File: src/rtl/pooling_window_buffer_if.sv
// Pixel-in / window-out bundle between a pixel source and pooling_window_buffer.
// The master drives pixels; the slave (the window buffer) drives assembled windows.
interface pooling_window_buffer_if #(
  parameter int D_WIDTH   = 8,
  parameter int POOL_SIZE = 2
) ();
  logic                                   in_valid;
  logic [D_WIDTH-1:0]                     in_data;
  logic                                   out_valid;
  logic [D_WIDTH*POOL_SIZE*POOL_SIZE-1:0] out_data;
  logic                                   out_last;

  modport master (output in_valid, in_data, input out_valid, out_data, out_last);
  modport slave  (input in_valid, in_data, output out_valid, out_data, out_last);
endinterface

File: src/rtl/pooling_window_buffer.sv
// Raster-order pixel stream to non-overlapping POOL_SIZE x POOL_SIZE window former.
// Earlier rows of a window band live in a line buffer; the final row is staged and completed by in_data.
module pooling_window_buffer #(
  parameter int D_WIDTH    = 8,
  parameter int POOL_SIZE  = 2,
  parameter int IMG_WIDTH  = 8,
  parameter int IMG_HEIGHT = 8
) (
  input logic                    clk,
  input logic                    rst_n,
  pooling_window_buffer_if.slave bus
);
  localparam int CW = $clog2(IMG_WIDTH);
  localparam int RW = $clog2(IMG_HEIGHT);
  localparam int PW = $clog2(POOL_SIZE);
  localparam int WW = D_WIDTH * POOL_SIZE * POOL_SIZE;

  if (POOL_SIZE < 2 || (IMG_WIDTH % POOL_SIZE) != 0 || (IMG_HEIGHT % POOL_SIZE) != 0) begin : g_bad_params
    $error("pooling_window_buffer: illegal POOL_SIZE / IMG_WIDTH / IMG_HEIGHT combination");
  end

  logic [CW-1:0]      r_col;
  logic [RW-1:0]      r_row;
  logic [PW-1:0]      r_cph;
  logic [PW-1:0]      r_rph;
  logic [D_WIDTH-1:0] r_line  [POOL_SIZE-1][IMG_WIDTH];
  logic [D_WIDTH-1:0] r_stage [POOL_SIZE-1];
  logic               r_out_valid;
  logic               r_out_last;
  logic [WW-1:0]      r_out_data;

  logic [CW-1:0]      w_base;
  logic [WW-1:0]      w_win;
  logic               w_col_end;
  logic               w_row_end;
  logic               w_complete;
  logic               w_frame_end;

  assign w_col_end   = (r_col == CW'(IMG_WIDTH - 1));
  assign w_row_end   = (r_row == RW'(IMG_HEIGHT - 1));
  assign w_complete  = bus.in_valid && (r_rph == PW'(POOL_SIZE - 1)) && (r_cph == PW'(POOL_SIZE - 1));
  assign w_frame_end = w_col_end && w_row_end;

  // Phase counters run alongside col/row so no modulo is needed; both wrap
  // together with col/row because the image dimensions are multiples of POOL_SIZE.
  always_ff @(posedge clk or negedge rst_n) begin
    if (!rst_n) begin
      r_col       <= '0;
      r_row       <= '0;
      r_cph       <= '0;
      r_rph       <= '0;
      r_out_valid <= 1'b0;
      r_out_last  <= 1'b0;
      r_out_data  <= '0;
    end else begin
      r_out_valid <= 1'b0;
      r_out_last  <= 1'b0;
      if (bus.in_valid) begin
        r_cph <= (r_cph == PW'(POOL_SIZE - 1)) ? '0 : r_cph + 1'b1;
        if (w_col_end) begin
          r_col <= '0;
          r_row <= w_row_end ? '0 : r_row + 1'b1;
          r_rph <= (r_rph == PW'(POOL_SIZE - 1)) ? '0 : r_rph + 1'b1;
        end else begin
          r_col <= r_col + 1'b1;
        end
        if (w_complete) begin
          r_out_valid <= 1'b1;
          r_out_last  <= w_frame_end;
          r_out_data  <= w_win;
        end
      end
    end
  end

  always_ff @(posedge clk) begin
    if (bus.in_valid) begin
      if (r_rph != PW'(POOL_SIZE - 1)) begin
        r_line[r_rph][r_col] <= bus.in_data;
      end else if (r_cph != PW'(POOL_SIZE - 1)) begin
        r_stage[r_cph] <= bus.in_data;
      end
    end
  end

  always_comb begin
    w_win  = '0;
    w_base = r_col - CW'(POOL_SIZE - 1);
    for (int unsigned dr = 0; dr < POOL_SIZE - 1; dr++) begin
      for (int unsigned dc = 0; dc < POOL_SIZE; dc++) begin
        w_win[D_WIDTH*(dr*POOL_SIZE+dc) +: D_WIDTH] = r_line[dr][w_base + CW'(dc)];
      end
    end
    for (int unsigned dc = 0; dc < POOL_SIZE - 1; dc++) begin
      w_win[D_WIDTH*((POOL_SIZE-1)*POOL_SIZE+dc) +: D_WIDTH] = r_stage[dc];
    end
    w_win[WW-1 -: D_WIDTH] = bus.in_data;
  end

  assign bus.out_valid = r_out_valid;
  assign bus.out_last  = r_out_last;
  assign bus.out_data  = r_out_data;
endmodule

File: src/flat_wrapper.sv
// flat-port wrapper written by rule: the top's interface ports become plain ports
module pooling_window_buffer_flat 
#(
  parameter int D_WIDTH    = 8,
  parameter int POOL_SIZE  = 2,
  parameter int IMG_WIDTH  = 8,
  parameter int IMG_HEIGHT = 8
)
  (clk, rst_n, bus_in_valid, bus_in_data, bus_out_valid, bus_out_data, bus_out_last);
  pooling_window_buffer_if #(.D_WIDTH(D_WIDTH), .POOL_SIZE(POOL_SIZE)) bus_i ();
  input logic clk;
  input logic rst_n;
  input wire logic [$bits(bus_i.in_valid)-1:0] bus_in_valid;
  input wire logic [$bits(bus_i.in_data)-1:0] bus_in_data;
  output wire logic [$bits(bus_i.out_valid)-1:0] bus_out_valid;
  output wire logic [$bits(bus_i.out_data)-1:0] bus_out_data;
  output wire logic [$bits(bus_i.out_last)-1:0] bus_out_last;
  assign bus_i.in_valid = bus_in_valid;
  assign bus_i.in_data = bus_in_data;
  assign bus_out_valid = bus_i.out_valid;
  assign bus_out_data = bus_i.out_data;
  assign bus_out_last = bus_i.out_last;
  pooling_window_buffer #(.D_WIDTH(D_WIDTH), .POOL_SIZE(POOL_SIZE), .IMG_WIDTH(IMG_WIDTH), .IMG_HEIGHT(IMG_HEIGHT)) u_core (.clk(clk), .rst_n(rst_n), .bus(bus_i));
endmodule
File: config.mk
export PLATFORM = sky130hd
export DESIGN_NAME = pooling_window_buffer_flat
export DESIGN_NICKNAME = d
export VERILOG_FILES = /design/src/rtl/pooling_window_buffer_if.sv /design/src/rtl/pooling_window_buffer.sv /design/src/flat_wrapper.sv
export SDC_FILE = /design/constraint.sdc
export NUM_CORES = 1
export LEC_CHECK = 0
export ABC_CLOCK_PERIOD_IN_PS = 3100
export BUFFER_PORTS_ARGS = -buffer_cell sky130_fd_sc_hd__buf_2
export CORE_ASPECT_RATIO = 0.9
export CORE_UTILIZATION = 35
export CTS_CLUSTER_DIAMETER = 60
export CTS_CLUSTER_SIZE = 8
export DETAILED_ROUTE_END_ITERATION = 12
export GPL_TIMING_DRIVEN = 0
export PLACE_DENSITY = 0.52
export SYNTH_ARGS = -nofsm -noshare
export SYNTH_HDL_FRONTEND = slang
export SYNTH_SLANG_ARGS = --single-unit
File: constraint.sdc
create_clock -name clk -period 3.1 [get_ports clk]
set_clock_uncertainty 0.05 [all_clocks]
set_input_delay 0.62 -clock clk [delete_from_list [all_inputs] [get_ports clk]]
set_output_delay 0.62 -clock clk [all_outputs]
set_load 0.02 [all_outputs]
==> reports/results.ini <==
[worst_setup_path]
critPathTopFamily=buffers and inverters
cp_slowest_cell=nor2_1
cpMostUsedCell=buf_2
rr_worst_depth=8
path_cells=buf_2 -> buf_6 -> inv_2 -> ha_1 -> buf_2 -> nor2_1 -> a32oi_1 -> a41o_1
r2r_end=u_core.bus.out_data[3]
slowest_delay_ns=0.79
regToRegSetupSlack_ns=0.1
worstSetupPathType=reg2reg
crit_fanout=10
end_kind=register
crit_buf_inv=4
worstPathRequired_ns=3.35
reg2reg_from=u_core.r_col[0]
crit_start=u_core.r_col[0]
start_kind=register
arrival_ns=3.25

[placed_design]
pre_cts_slack_ns=0.179
dp_hpwl_mm=7.71
place_congestion=0.846
io_buffers=44

[yosys]
syn-num-nets=347
syn_area_mm2=0.00484
synth_cell_type_count=31
synth-simple-area-share_pct=9.50
synth.area.mux_share_pct=15.2
synth-compound-area-share_pct=4.29
synth_warnings=0
synthXorXnorAreaFrac_pct=1.03
syn_area_per_cell_um2=14.6
synth_top_family_by_area=multiplexers
yosysSeqAreaShare_pct=66.3
yosys.area_share.adder_pct=1.29
syn_inst=331
ys_ff_latch=114

[timing]
worst_hold_slack_ns=0.342
post-route-period-util_pct=96.9
rsz0062_at_grt=no
fmax_mhz=333
slew_violations=0
hold_viol_final=0
layout_setup_ws_ns=0.0951
slew_headroom_pct=19.7
fin_tns_setup_ns=0
setup-violations-final=0
fin_crit_ns=3.00
tightest_slew_ns=1.20

[floorplanning]
fp.dieH_um=114
die_area_mm2=0.0143
start_util_pct=36.1
fp-row-count=40
io_pins=45
core-area_mm2=0.0134
die_w_um=126

[pwr]
pwr_density_cell_mw_per_mm2=1140
peakVddDrop_mv=0.527
total_leakage_power_nw=2.35

[global_routing]
use_met1_pct=25.8
antenna_found_initial=0
grt_max_degree=43
grt.busiest_layer=met2
grtUsageMet3_pct=5.86
overflow=0
grt_pass1_wl_mm=18.6
grt_pass1_vias=3118
grtUsageTotal_pct=18.8
use_met2_pct=27.0

[finish]
area_delta_synth_final_pct=20.7
n_antenna_cell=0
final_cell_mix=edfxtp_1 (72), nand2_1 (62), buf_2 (53), dfrtp_1 (42), nand3_1 (20)
nNetsFinal=410
drive_above_1_share_pct=27.3
final_common_cell=edfxtp_1

[clock_network]
cts_tree=built
cts_setup_buffers=0
cts_sinks=114
path_clk_slew_ns=0.05
cts_resized=0
cts-htree-levels=4
cts_buffers=17
clk_path_buf_depth=2
worstSkewPairLatency_ns=0.42
cts_root_buf=clkbuf_16
holdBufCountCts=0

[routing]
drc=0
wire_per_inst_um=21.6
drt-vias-per-instance=5.26
drt-initial-drc-count=228
firstDrtPassIters=5
ant_nets=0
wl_mm=12.4
vias=3024

[job]
max_cap_violations=0

[outcome]
status=finished clean

[worst_hold_path]
min_path_type=in2async

==> cells in the mapped netlist (all sizes together) <==
cell,instances,area (µm²)
edfxtp,72,2160
xnor2,2,25.0
buf,15,86.3
o21ai,10,50.1
inv,4,15.0
xor2,2,25.0
nor2,11,43.8
a32oi,8,70.1
mux2,19,214
mux2i,16,160
nand3,20,100
nand2,62,233
and2,9,56.3
nor3,3,15.0
a21o,1,7.51
nor2b,1,6.26
ha,5,62.6
nand2b,1,6.26
clkbuf,4,15.0
dfrtp,42,1050
a41o,8,80.1
mux4,16,360
==> worst max-delay path by stage <==
stage	endpoint	slack [ns]	cells after the start
2_1_floorplan	u_core.bus.out_data[11]	0.90	9
3_3_place_gp	u_core.r_line[0][62]	0.13	4
3_5_place_dp	u_core.bus.out_data[2]	0.18	8
4_1_cts	u_core.bus.out_data[2]	0.15	8
5_1_grt	u_core.bus.out_data[2]	0.05	8
6_report	u_core.bus.out_data[3]	0.1	8
==> through the flow <==
stage          instance area, µm²  power [mW]  cells  util (%)
2_1_floorplan                4840        3.94    331         -
6_report                     5850        6.68    575      43.6
3_5_place_dp                 5290        4.86    543      39.4
5_1_grt                      5850        7.02    575      43.6
4_1_cts                      5850        6.72    575      43.6
3_3_place_gp                 5280        4.81    543      39.3
==> worst register-to-register path, delay by kind of cell (launching register included) <==
kind,cells,cell delay [ns]
compound gates,2,0.54
flops,1,0.34
simple gates,1,0.79
fa+ha+maj,1,0.32
buf+inv,4,0.84
==> logic make-up (layout without fill, tap and decap cells) <==
group	after synthesis	in the layout
flops	114	114
xor+xnor	4	4
compound gates	27	27
mux	51	51
buf+inv	23	99
simple gates	107	107
fa+ha+maj	5	5
==> per-layer routing <==
metal  up-vias  wire length (µm)
li1       1361                 -
met1      1506              5700
met2       135              5460
met3        22              1020
met4         0               240
met5         -                 0
==> power breakdown <==
part,internal [mW],leakage [nW],switching (mW)
Clock,1.18,0.277,0.661
Sequential,2.00,1.17,0.168
Combinational,0.977,0.907,1.69
==> sequential cells by signal (all words and copies together), names as in the netlist <==
| name | count |
|---|---|
| u_core.r_row | 3 |
| u_core.r_line | 64 |
| u_core.r_stage | 8 |
| u_core.bus.out_valid | 1 |
| u_core.r_col | 3 |
| u_core.bus.out_data | 32 |
| u_core.r_rph | 1 |
| u_core.bus.out_last | 1 |
| u_core.r_cph | 1 |
==> layout make-up <==
| cell class | instances | area [µm²] |
|---|---|---|
| Multi-Input combinational cell | 194 | 1530 |
| Buffer | 19 | 101 |
| Inverter | 4 | 15.0 |
| Fill cell | 1243 | 7570 |
| Tap cell | 168 | 210 |
| Clock inverter | 13 | 118 |
| Clock buffer | 19 | 443 |
| Sequential cell | 114 | 3210 |
| Timing Repair Buffer | 44 | 220 |
Power figures use the tool's default switching activity.
